[src/rtl/tone_decoder.sv]
// Tone decoder: measures the half-period of a square-wave tone and maps it back to octave*12+note.
// Optional build macro TONE_DEC_PERIOD_OUT_EN adds the hp_last output (last latched half-period).
module tone_decoder #(
   parameter int CNT_W       = 20,
   parameter int TOL         = 2,
   parameter int STABLE_CNT  = 2,
   parameter int SILENCE_CYC = 200000
) (
   input  logic             clk,
   input  logic             rst,
   input  logic             tone_in,
   output logic             note_valid,
   output logic [7:0]       fullnote,
   output logic [2:0]       octave,
   output logic [3:0]       note,
   output logic             silence,
   output logic             no_match
`ifdef TONE_DEC_PERIOD_OUT_EN
   ,
   output logic [CNT_W-1:0] hp_last
`endif
);

   localparam int ST_W = $clog2(STABLE_CNT + 1);
   localparam logic [CNT_W-1:0] Q_LIM   = CNT_W'(512 + TOL);
   localparam logic [CNT_W-1:0] SIL_LIM = CNT_W'(SILENCE_CYC);

   localparam logic [1:0] S_IDLE   = 2'd0;
   localparam logic [1:0] S_NORM   = 2'd1;
   localparam logic [1:0] S_LOOKUP = 2'd2;
   localparam logic [1:0] S_REPORT = 2'd3;

   function automatic logic [CNT_W-1:0] sat_inc(input logic [CNT_W-1:0] v);
      return (&v) ? v : v + 1'b1;
   endfunction

   function automatic logic [ST_W-1:0] stable_inc(input logic [ST_W-1:0] v);
      return (v == ST_W'(STABLE_CNT)) ? v : v + 1'b1;
   endfunction

   function automatic logic [9:0] abs_diff(input logic [9:0] a, input logic [9:0] b);
      return (a >= b) ? a - b : b - a;
   endfunction

   // Normalized half-period of each note in the top (512-count) octave, A..G#.
   function automatic logic [9:0] note_period(input logic [3:0] i);
      case (i)
         4'd0:    return 10'd512;
         4'd1:    return 10'd483;
         4'd2:    return 10'd456;
         4'd3:    return 10'd431;
         4'd4:    return 10'd406;
         4'd5:    return 10'd384;
         4'd6:    return 10'd362;
         4'd7:    return 10'd342;
         4'd8:    return 10'd323;
         4'd9:    return 10'd304;
         4'd10:   return 10'd287;
         default: return 10'd271;
      endcase
   endfunction

   logic             tone_p0, tone_p1, tone_p2;
   logic             edge_p2;
   logic             silence_hit;
   logic [CNT_W-1:0] hp_cnt;
   logic [CNT_W-1:0] h_reg;
   logic             h_pend;
   logic [1:0]       state;
   logic [CNT_W-1:0] q;
   logic [3:0]       s;
   logic [3:0]       idx;
   logic [2:0]       oct_r;
   logic [7:0]       prev_cand;
   logic [ST_W-1:0]  stable;
   logic [7:0]       cand;
   logic [ST_W-1:0]  stable_nxt;

   assign edge_p2     = tone_p1 ^ tone_p2;
   assign silence_hit = !silence && !edge_p2 && (hp_cnt == SIL_LIM);

   always_comb begin
      cand       = {5'd0, oct_r} * 8'd12 + {4'd0, idx};
      stable_nxt = (cand == prev_cand) ? stable_inc(stable) : ST_W'(1);
   end

   always_ff @(posedge clk or posedge rst) begin
      if (rst) begin
         tone_p0    <= 1'b0;
         tone_p1    <= 1'b0;
         tone_p2    <= 1'b0;
         hp_cnt     <= '0;
         h_reg      <= '0;
         h_pend     <= 1'b0;
         state      <= S_IDLE;
         q          <= '0;
         s          <= '0;
         idx        <= '0;
         oct_r      <= '0;
         prev_cand  <= '0;
         stable     <= '0;
         note_valid <= 1'b0;
         no_match   <= 1'b0;
         fullnote   <= '0;
         octave     <= '0;
         note       <= '0;
         silence    <= 1'b1;
`ifdef TONE_DEC_PERIOD_OUT_EN
         hp_last    <= '0;
`endif
      end else begin
         note_valid <= 1'b0;
         no_match   <= 1'b0;
         tone_p0    <= tone_in;
         tone_p1    <= tone_p0;
         tone_p2    <= tone_p1;

         case (state)
            S_IDLE: begin
               if (h_pend) begin
                  q      <= h_reg;
                  s      <= '0;
                  h_pend <= 1'b0;
                  state  <= S_NORM;
               end
            end
            S_NORM: begin
               if (q > Q_LIM && s < 4'd8) begin
                  q <= q >> 1;
                  s <= s + 4'd1;
               end else if (s < 4'd3 || q > Q_LIM) begin
                  no_match <= 1'b1;
                  state    <= S_IDLE;
               end else begin
                  oct_r <= 3'(4'd8 - s);
                  idx   <= '0;
                  state <= S_LOOKUP;
               end
            end
            S_LOOKUP: begin
               if (abs_diff(q[9:0], note_period(idx)) <= 10'(TOL)) begin
                  state <= S_REPORT;
               end else if (idx == 4'd11) begin
                  no_match <= 1'b1;
                  stable   <= '0;
                  state    <= S_IDLE;
               end else begin
                  idx <= idx + 4'd1;
               end
            end
            default: begin
               stable    <= stable_nxt;
               prev_cand <= cand;
               if (stable_nxt == ST_W'(STABLE_CNT) && cand != fullnote) begin
                  fullnote   <= cand;
                  octave     <= oct_r;
                  note       <= idx;
                  note_valid <= 1'b1;
               end
               state <= S_IDLE;
            end
         endcase

         // An edge after silence only re-arms; a later edge overwrites any H not yet consumed.
         if (edge_p2) begin
            hp_cnt <= '0;
            if (silence) begin
               silence <= 1'b0;
            end else begin
               h_reg  <= sat_inc(hp_cnt);
               h_pend <= 1'b1;
`ifdef TONE_DEC_PERIOD_OUT_EN
               hp_last <= sat_inc(hp_cnt);
`endif
            end
         end else begin
            hp_cnt <= sat_inc(hp_cnt);
         end

         if (silence_hit) begin
            silence  <= 1'b1;
            fullnote <= '0;
            octave   <= '0;
            note     <= '0;
            stable   <= '0;
         end
      end
   end

endmodule

[config.mk]
export PLATFORM = sky130hd
export DESIGN_NAME = tone_decoder
export DESIGN_NICKNAME = d
export VERILOG_FILES = /design/src/rtl/tone_decoder.sv
export SDC_FILE = /design/constraint.sdc
export NUM_CORES = 1
export LEC_CHECK = 0
export CORE_MARGIN = 5
export CORE_UTILIZATION = 40
export CTS_BUF_LIST = sky130_fd_sc_hd__clkbuf_8
export DETAILED_ROUTE_END_ITERATION = 6
export HOLD_SLACK_MARGIN = 0.08
export PLACE_DENSITY = 0.53
export SKIP_LAST_GASP = 1
export SYNTH_ARGS = -nofsm -noshare
export SYNTH_HDL_FRONTEND = slang
export SYNTH_SLANG_ARGS = --single-unit
[constraint.sdc]
create_clock -name clk -period 4.5 [get_ports clk]
set_input_delay 0.45 -clock clk [delete_from_list [all_inputs] [get_ports clk]]
set_output_delay 0.45 -clock clk [all_outputs]
set_load 0.01 [all_outputs]
-- Word level (Yosys, flattened, before mapping)
Memories as Yosys holds them, arrays and structs flattened.
Index checks and enable logic that the tools add are counted.
- register bits after elaboration: 105
- ROM bits: 160
- input bits: 3
- word-level logic and storage cells: 126
- memories kept: 1
- memory list (memory ; depth ; bits a word ; read ports ; clocked after memory_dff ; wr ports ; line ; source):
    (name not given) ; 16 ; 10 ; 1 ; 0 ; 0 ; 47 ; case (i)
- add/subtract/negate cells: 8
- multiply operators: 1
- $lt $le $gt $ge: 5
- eq/ne operators: 19
- multiplexer cells: 47
- bitwise gates (word level): 4
- reductions and logical operators: 22
- operator list (operator ; number):
    20-bit 2-to-1 mux ; 4
    20-bit one-hot mux with 2 select lines ; 1
    4-bit 2-to-1 mux ; 9
    8-bit 2-to-1 mux ; 3
    20-bit by 1-bit adder with 20-bit output, second input constant ; 1
    20-bit by 18-bit == test with 1-bit output, second input constant ; 1
    20-bit by 10-bit > comparator with 1-bit output, second input constant ; 1
    10-bit 2-to-1 mux ; 2
    20-bit AND reduction ; 1
    10-bit subtractor ; 2
    2-bit 2-to-1 mux ; 9
    4-bit one-hot mux with 2 select lines ; 2
    2-bit inequality test, second input constant ; 6
    3-bit AND reduction ; 4
    1-bit 2-to-1 mux ; 11
    10-bit >= comparator ; 1
    10-bit by 2-bit <= comparator with 1-bit output, second input constant ; 1
    3-bit 2-to-1 mux ; 3
    3-bit inequality test, second input constant ; 3
    4-bit by 1-bit adder with 4-bit output, second input constant ; 2
    7-bit by 4-bit adder with 8-bit output ; 1
    8-bit == test ; 1
    8-bit inequality test ; 1
    2-bit nonzero test ; 4
    22 further kinds ; 32

-- Logic depth before layout (Yosys ltp)
Gate-level depths: netlist (run 1).
- depth after elaboration: 9
- gate-level depth with buffers: 18

-- Worst setup path before layout (run 1)
OpenSTA, ideal clock, no wires.
- kind: register -> register
- start point: reg idx[0]
- end point: reg idx[0]
- setup time: 124 ps
- data arrival time: 3719 ps
- data required time: 4376 ps
- setup slack: 657 ps
- stages on the path, launching flop included: 19
- clock period less this slack: 3843 ps
- cell sequence: dfrtp_1 > clkbuf_1 > inv_1 > ha_1 > nor2b_1 > a21oi_1 > nor2_1 > a31o_2 > ha_1 > clkbuf_1 > a21oi_1 > o21ai_0 > or2_2 > o221ai_1 > nand4b_1 > nor3_2 > buf_2 > nor4_1 > a211o_1
- longest elaborated chain between the ends: 7
- elaborated cells between the ends (all ways): 15
- ends and longest elaborated chain (item ; line ; source):
    start, declared ; 72 ; logic [3:0] idx;
    start signal, assigned ; 148 ; idx <= idx + 4'd1;
    memory read 16 x 10 bit ; - ;
    10-bit 2-to-1 mux ; 118 ; case (state)
    10-bit subtractor / 10-bit >= comparator (equally long branches) ; 42 ; return (a >= b) ? a - b : b - a;
    10-bit 2-to-1 mux ; 42 ;
    10-bit by 2-bit <= comparator with 1-bit output ; 141 ; if (abs_diff(q[9:0], note_period(idx)) <= 10'(TOL)) begin
    2-bit inequality test (no source line) ; - ;
    5-bit AND reduction (no source line) ; - ;
Several ways; a longest one is shown, not always the timed one. The select of a mux whose other input is x is not followed.
A chain may end at the register's enable or synchronous reset.

-- Worst setup path in the final report (run 1)
Same ends and word-level chain as after synthesis.

==> results.toml, run 1 <==
[sta]
clock.fmax_mhz = 254
min_period_ns = 3.94
slew_violations = 0
rsz0062_at_grt = "no"
tightest_slew_ns = 1.04
relSlewSlack_pct = 30.5
period_share_pct = 87.5
report.final.setup_viol = 0
setup-tns-final_ns = 0
report.final.hold_viol_count = 0
fin_worst_skew_ns = 0.0156

[critical_path]
critPathKind = "reg2reg"
path_cells = "inv_1 -> ha_1 -> nor2b_1 -> nand2_1 -> a21bo_2 -> ha_1 -> o211ai_1 -> o21ai_1 -> a211oi_1 -> a2111oi_0 -> nand4_1 -> nor3_2 -> buf_4 -> nor4_1 -> a211o_1"
rr_worst_depth = 15
crit_path_top_delay_cell = "a2111oi_0"
crit_buf_inv = 2
path_depth = 15
critPathRequiredTime_ns = 4.76
cp_max_fo = 13
path_delay_family = "compound AO/OA/AOI/OAI gates"
crit_arrival_ns = 4.20
crit_path_start_kind = "flop"
critPathMaxStageDelay_ns = 0.49
rrSetupSlack_ns = 0.56
cp-end-kind = "flop"
crit_top_cell = "ha_1"

[clock_network]
cts_sinks = 103
cts_root_buffer = "clkbuf_8"
cts.reportedPaths.clkPinSlew_ns = 0.09
cts_tree = "yes"
numCtsBuffers = 9
htree_levels = 3
postCtsSetupBuffers = 0
clock_latency_ns = 0.38
cts_resized = 0
hold_buffers = 0
clk_path_buf_depth = 2

[route]
drc = 0
dr_total_vias = 4711
drtAntennaViolNets = 0
first_pass_iters = 4
via_per_inst = 5.14
drt_iter0_markers = 330
wl_per_cell_um = 14.9
wl_um = 13700

[outcome]
outcome = "completed"

[power]
power.switching_mw = 1.16
internal_power_mw = 1.76
pwr-share-seq_pct = 41.0
p_sw_share_pct = 39.8
vdd_drop_max_uv = 183
p_leak_nw = 3.11
power_density_nw_per_um2 = 422
pwr-share-clk_pct = 18.6
p_comb_share_pct = 40.4

[die]
start_util_pct = 40.2
coreArea_um2 = 15700
die-width_um = 136
rows = 46
die-area_um2 = 18400
die_height_um = 136
boundaryPins = 21

[synthesis]
async_flop_share_pct = 100
synth_flop_cell = "dfrtp_1"
synth_area_um2 = 6320
synth_edf_count = 0
syn_nets = 733
postSynthCellCount = 687
ys_seq_area_share_pct = 40.8
ys_seq_elements = 103
ys_types = 69
syn_avg_cell_area_um2 = 9.20
ys_warn_count = 0

[global_routing]
grt_max_degree = 83
overflow = 0
grt_antenna_before_repair = 0
gr-usage-all-layers_pct = 16.0
grt_pass1_wl_um = 23600
grt_pass1_vias = 4625

[finish]
antenna-diode-count = 0
seq_area_um2 = 2580
fin_area_um2 = 6910
multi_input_area_um2 = 3420
num-nets-final = 742
drive_above_1_share_pct = 7.28
syn_to_final_growth_pct = 9.36
fill_cells = 1609

[place]
placedInstanceArea_um2 = 6740
hpwl_um = 10100
routabilityCongestion = 0.868
port-buffer-count = 20

[flow_run]
drv_cap = 0

[worst_hold_path]
whs_path_depth = 0
hold_class = "reg2reg"
worst reg2reg max path, cell delays in order (launching register included):
cell	delay, ns
dfrtp_1	0.48
inv_1	0.15
ha_1	0.34
nor2b_1	0.15
nand2_1	0.08
a21bo_2	0.23
ha_1	0.48
o211ai_1	0.14
o21ai_1	0.27
a211oi_1	0.14
a2111oi_0	0.49
nand4_1	0.18
nor3_2	0.18
buf_4	0.22
nor4_1	0.07
a211o_1	0.23
power by group through the flow:
stage	Combinational [mW]	Clock, mW	Sequential, mW
CTS	1.19	0.566	1.20
global placement	1.18	0	1.22
floorplan	0.961	0	1.16
global route	1.34	0.607	1.22
detailed placement	1.18	0	1.22
finish	1.18	0.543	1.20
per-layer routing:
metal | up-vias | routed length [um] | GRT usage [%]
li1 | 2389 | - | -
met1 | 2259 | 6560 | 21.9
met2 | 54 | 6540 | 26.0
met3 | 9 | 404 | 3.01
met4 | 0 | 164 | 4.31
met5 | - | 0 | 0
cell usage in the layout (no fill, tap or decap), drive strengths merged, types with 12 or more instances in the layout:
cell type / instances
clkdlybuf4s50: 20
o21ai: 47
nand2: 62
ha: 39
inv: 49
nand3: 17
a21oi: 50
xnor2: 22
mux2i: 35
xor2: 28
dfrtp: 102
nor2: 73
buf: 12
nor3: 14
worst paths after layout:
check / from / endpoint
setup / recovery: idx[0]$_DFFE_PP0P_ / idx[0]$_DFFE_PP0P_
hold / removal: tone_p0$_DFF_PP0_ / tone_p1$_DFF_PP0_
setup reg to reg: idx[0]$_DFFE_PP0P_ / idx[0]$_DFFE_PP0P_
hold reg to reg: tone_p0$_DFF_PP0_ / tone_p1$_DFF_PP0_
max in group asynchronous: rst / silence$_DFFE_PP1P_
min in group asynchronous: rst / octave[0]$_DFFE_PP0P_
kinds of logic (layout without fill, tap and decap cells):
kind of cell             count (synthesis)  after routing  synth area share (%)
multiplexers                            42             42                  6.79
adder cells (fa/ha/maj)                 43             43                  8.98
flip-flops                             103            103                  40.8
AND/OR/NAND/NOR                        231            231                  18.0
XOR/XNOR                                51             51                  7.28
buffers and inverters                   80             94                  5.13
AO/OA/AOI/OAI                          137            137                  13.0
cell usage after synthesis (all sizes together) (9+ instances only):
library cell / instances / area [um^2]
nor3: 14 / 85.1
nor2: 73 / 274
inv: 45 / 169
ha: 39 / 488
nand4: 10 / 62.6
nand3: 17 / 85.1
dfrtp: 102 / 2550
xor2: 28 / 245
clkbuf: 25 / 93.8
buf: 9 / 57.6
o21ai: 47 / 235
a21oi: 50 / 250
mux2i: 35 / 350
xnor2: 22 / 193
nand2: 62 / 233
nor4: 10 / 62.6
through the flow:
stage	utilization [%]	instances	hold slack [ns]	power [mW]	setup slack, ns
6_report	44.0	917	0.356	2.92	0.560
3_3_place_gp	42.9	901	0.334	2.39	0.675
2_1_floorplan	-	687	0.331	2.12	0.657
5_1_grt	44.0	917	0.364	3.17	0.254
3_5_place_dp	42.9	901	0.338	2.40	0.610
4_1_cts	44.0	917	0.360	2.95	0.589
cell type report:
type | count | area share, %
Inverter | 46 | 2.53
Multi-Input combinational cell | 504 | 49.5
Tap cell | 216 | 3.91
Clock buffer | 10 | 1.99
Timing Repair Buffer | 32 | 4.20
Clock inverter | 6 | 0.543
Sequential cell | 103 | 37.3
Note: power is estimated with default switching activity, not from simulation.
==> run 2, diff against run 1 <==
Settings changed: CORE_MARGIN 5 to 4.
==> results.toml, run 2 (synthesis results as in run 1) <==
[power]
p_leak_nw = 3.13
power_density_nw_per_um2 = 430
vdd_drop_max_uv = 191

[die]
die-area_um2 = 17900
die_height_um = 134
boundaryPins = 21
rows = 45
die-width_um = 134
coreArea_um2 = 15400
start_util_pct = 41.1

[worst_hold_path]
hp-start = "tone_p0$_DFF_PP0_"
whs_path_depth = 0
hold_class = "reg2reg"
min_to = "tone_p1$_DFF_PP0_"

[critical_path]
crit_path_top_delay_cell = "dfrtp_1"
path_cells = "inv_1 -> ha_1 -> nor2b_1 -> a21oi_1 -> nor2_1 -> a31o_2 -> ha_1 -> a21oi_1 -> mux2_2 -> a311o_1 -> nand4b_1 -> nor3_2 -> buf_4 -> o311a_1 -> a211o_1"
crit_arrival_ns = 4.22
critPathKind = "reg2reg"
rr_worst_depth = 15
crit_buf_inv = 2
cp-end-kind = "flop"
cp_max_fo = 13
rr_startpoint = "idx[0]$_DFFE_PP0P_"
reg2reg_to = "idx[0]$_DFFE_PP0P_"
critPathMaxStageDelay_ns = 0.47
path_delay_family = "compound AO/OA/AOI/OAI gates"
crit_path_start_kind = "flop"
rrSetupSlack_ns = 0.56
critPathRequiredTime_ns = 4.78

[finish]
num-nets-final = 743
drive_above_1_share_pct = 7.41
fin_util_pct = 45.2
layout_common_cells = "dfrtp_1, nor2_1, nand2_1, a21oi_1, inv_1"
final_common_cell = "dfrtp_1"
syn_to_final_growth_pct = 9.93
antenna-diode-count = 0

[clock_network]
postCtsSetupBuffers = 0
cts_sinks = 103
htree_levels = 3
numCtsBuffers = 9
clock_latency_ns = 0.39
clk_path_buf_depth = 2
cts_tree = "yes"
cts_root_buffer = "clkbuf_8"
cts_resized = 0
cts.reportedPaths.clkPinSlew_ns = 0.10
hold_buffers = 0

[place]
port-buffer-count = 20
hpwl_um = 10100
pre_cts_slack_ns = 0.598
routabilityCongestion = 0.872

[route]
wl_per_cell_um = 15.1
first_pass_iters = 4
drtAntennaViolNets = 0
via_per_inst = 5.20
drc = 0
dr_total_vias = 4751
drt_iter0_markers = 330
wl_um = 13700

[sta]
period_share_pct = 87.5
min_period_ns = 3.94
fin_worst_skew_ns = 0.0133
rsz0062_at_grt = "no"
slew_violations = 0
report.final.hold_viol_count = 0
clock.fmax_mhz = 254
tightest_slew_ns = 0.892
setup-tns-final_ns = 0
report.final.setup_viol = 0
relSlewSlack_pct = 40.5
worst_slack_ns = 0.563

[global_routing]
grt_pass1_wl_um = 23400
grt_max_degree = 66
grt_pass1_vias = 4639
gr-usage-all-layers_pct = 15.9
overflow = 0
grt_antenna_before_repair = 0

[outcome]
outcome = "completed"

[flow_run]
drv_cap = 0
run 2: changes by cell type in the layout (fill, tap and decap cells not counted):
cell,before,now
bufinv_16,0,1
clkinv_4,0,1
buf_12,0,1
clkbuf_8,10,9
clkinv_2,1,0
inv_6,2,1
inv_8,0,1
run 2: how the worst max path moves through the flow:
stage                                   from                    end  slack (ns)  depth (start not counted)
after global placement    idx[0]$_DFFE_PP0P_     idx[0]$_DFFE_PP0P_        0.70                         15
after global routing      idx[2]$_DFFE_PP0P_  stable[0]$_DFFE_PP0P_        0.29                         15
after detailed placement  idx[0]$_DFFE_PP0P_     idx[0]$_DFFE_PP0P_        0.60                         15
final                     idx[0]$_DFFE_PP0P_     idx[0]$_DFFE_PP0P_        0.56                         15
after floorplan           idx[0]$_DFFE_PP0P_     idx[0]$_DFFE_PP0P_        0.66                         18
after CTS                 idx[0]$_DFFE_PP0P_     idx[0]$_DFFE_PP0P_        0.57                         15
run 2: power breakdown:
part / switching (mW) / leakage, nW / internal [mW]
sequential: 0.143 / 1.38 / 1.05
combinational: 0.709 / 1.64 / 0.490
clock: 0.333 / 0.104 / 0.260
run 2: area by class of cell:
type	count	area (um^2)
clock buffer	9	124
clock inverter	7	73.8
fill	1494	8420
inverter	46	175
multi-input combinational	504	3420
sequential	103	2580
tap	211	264
timing repair buffer	33	310
run 2: per-stage QoR:
| stage | power (mW) | hold slack, ns | cells | area, um^2 |
|---|---|---|---|---|
| final | 2.99 | 0.360 | 913 | 6950 |
| after global routing | 3.22 | 0.393 | 913 | 6950 |
| after CTS | 3.01 | 0.360 | 913 | 6950 |
| after detailed placement | 2.40 | 0.337 | 897 | 6750 |
| after global placement | 2.37 | 0.335 | 897 | 6750 |
| after floorplan | 2.12 | 0.331 | 687 | 6320 |
run 2: worst register-to-register path: stages, from the launching register on:
cell      delay, ns
dfrtp_1        0.47
inv_1          0.14
ha_1           0.35
nor2b_1        0.16
a21oi_1        0.15
nor2_1         0.05
a31o_2         0.23
ha_1           0.37
a21oi_1        0.32
mux2_2         0.38
a311o_1        0.27
nand4b_1       0.11
nor3_2         0.06
buf_4          0.18
o311a_1        0.33
a211o_1        0.26
run 2: layer usage:
layer	GRT usage [%]	up-vias	part of all wire, %
met5	0	-	0
met4	5.37	0	1.8
met3	2.98	18	2.8
met2	25.7	69	47
met1	21.6	2278	48
li1	-	2386	-
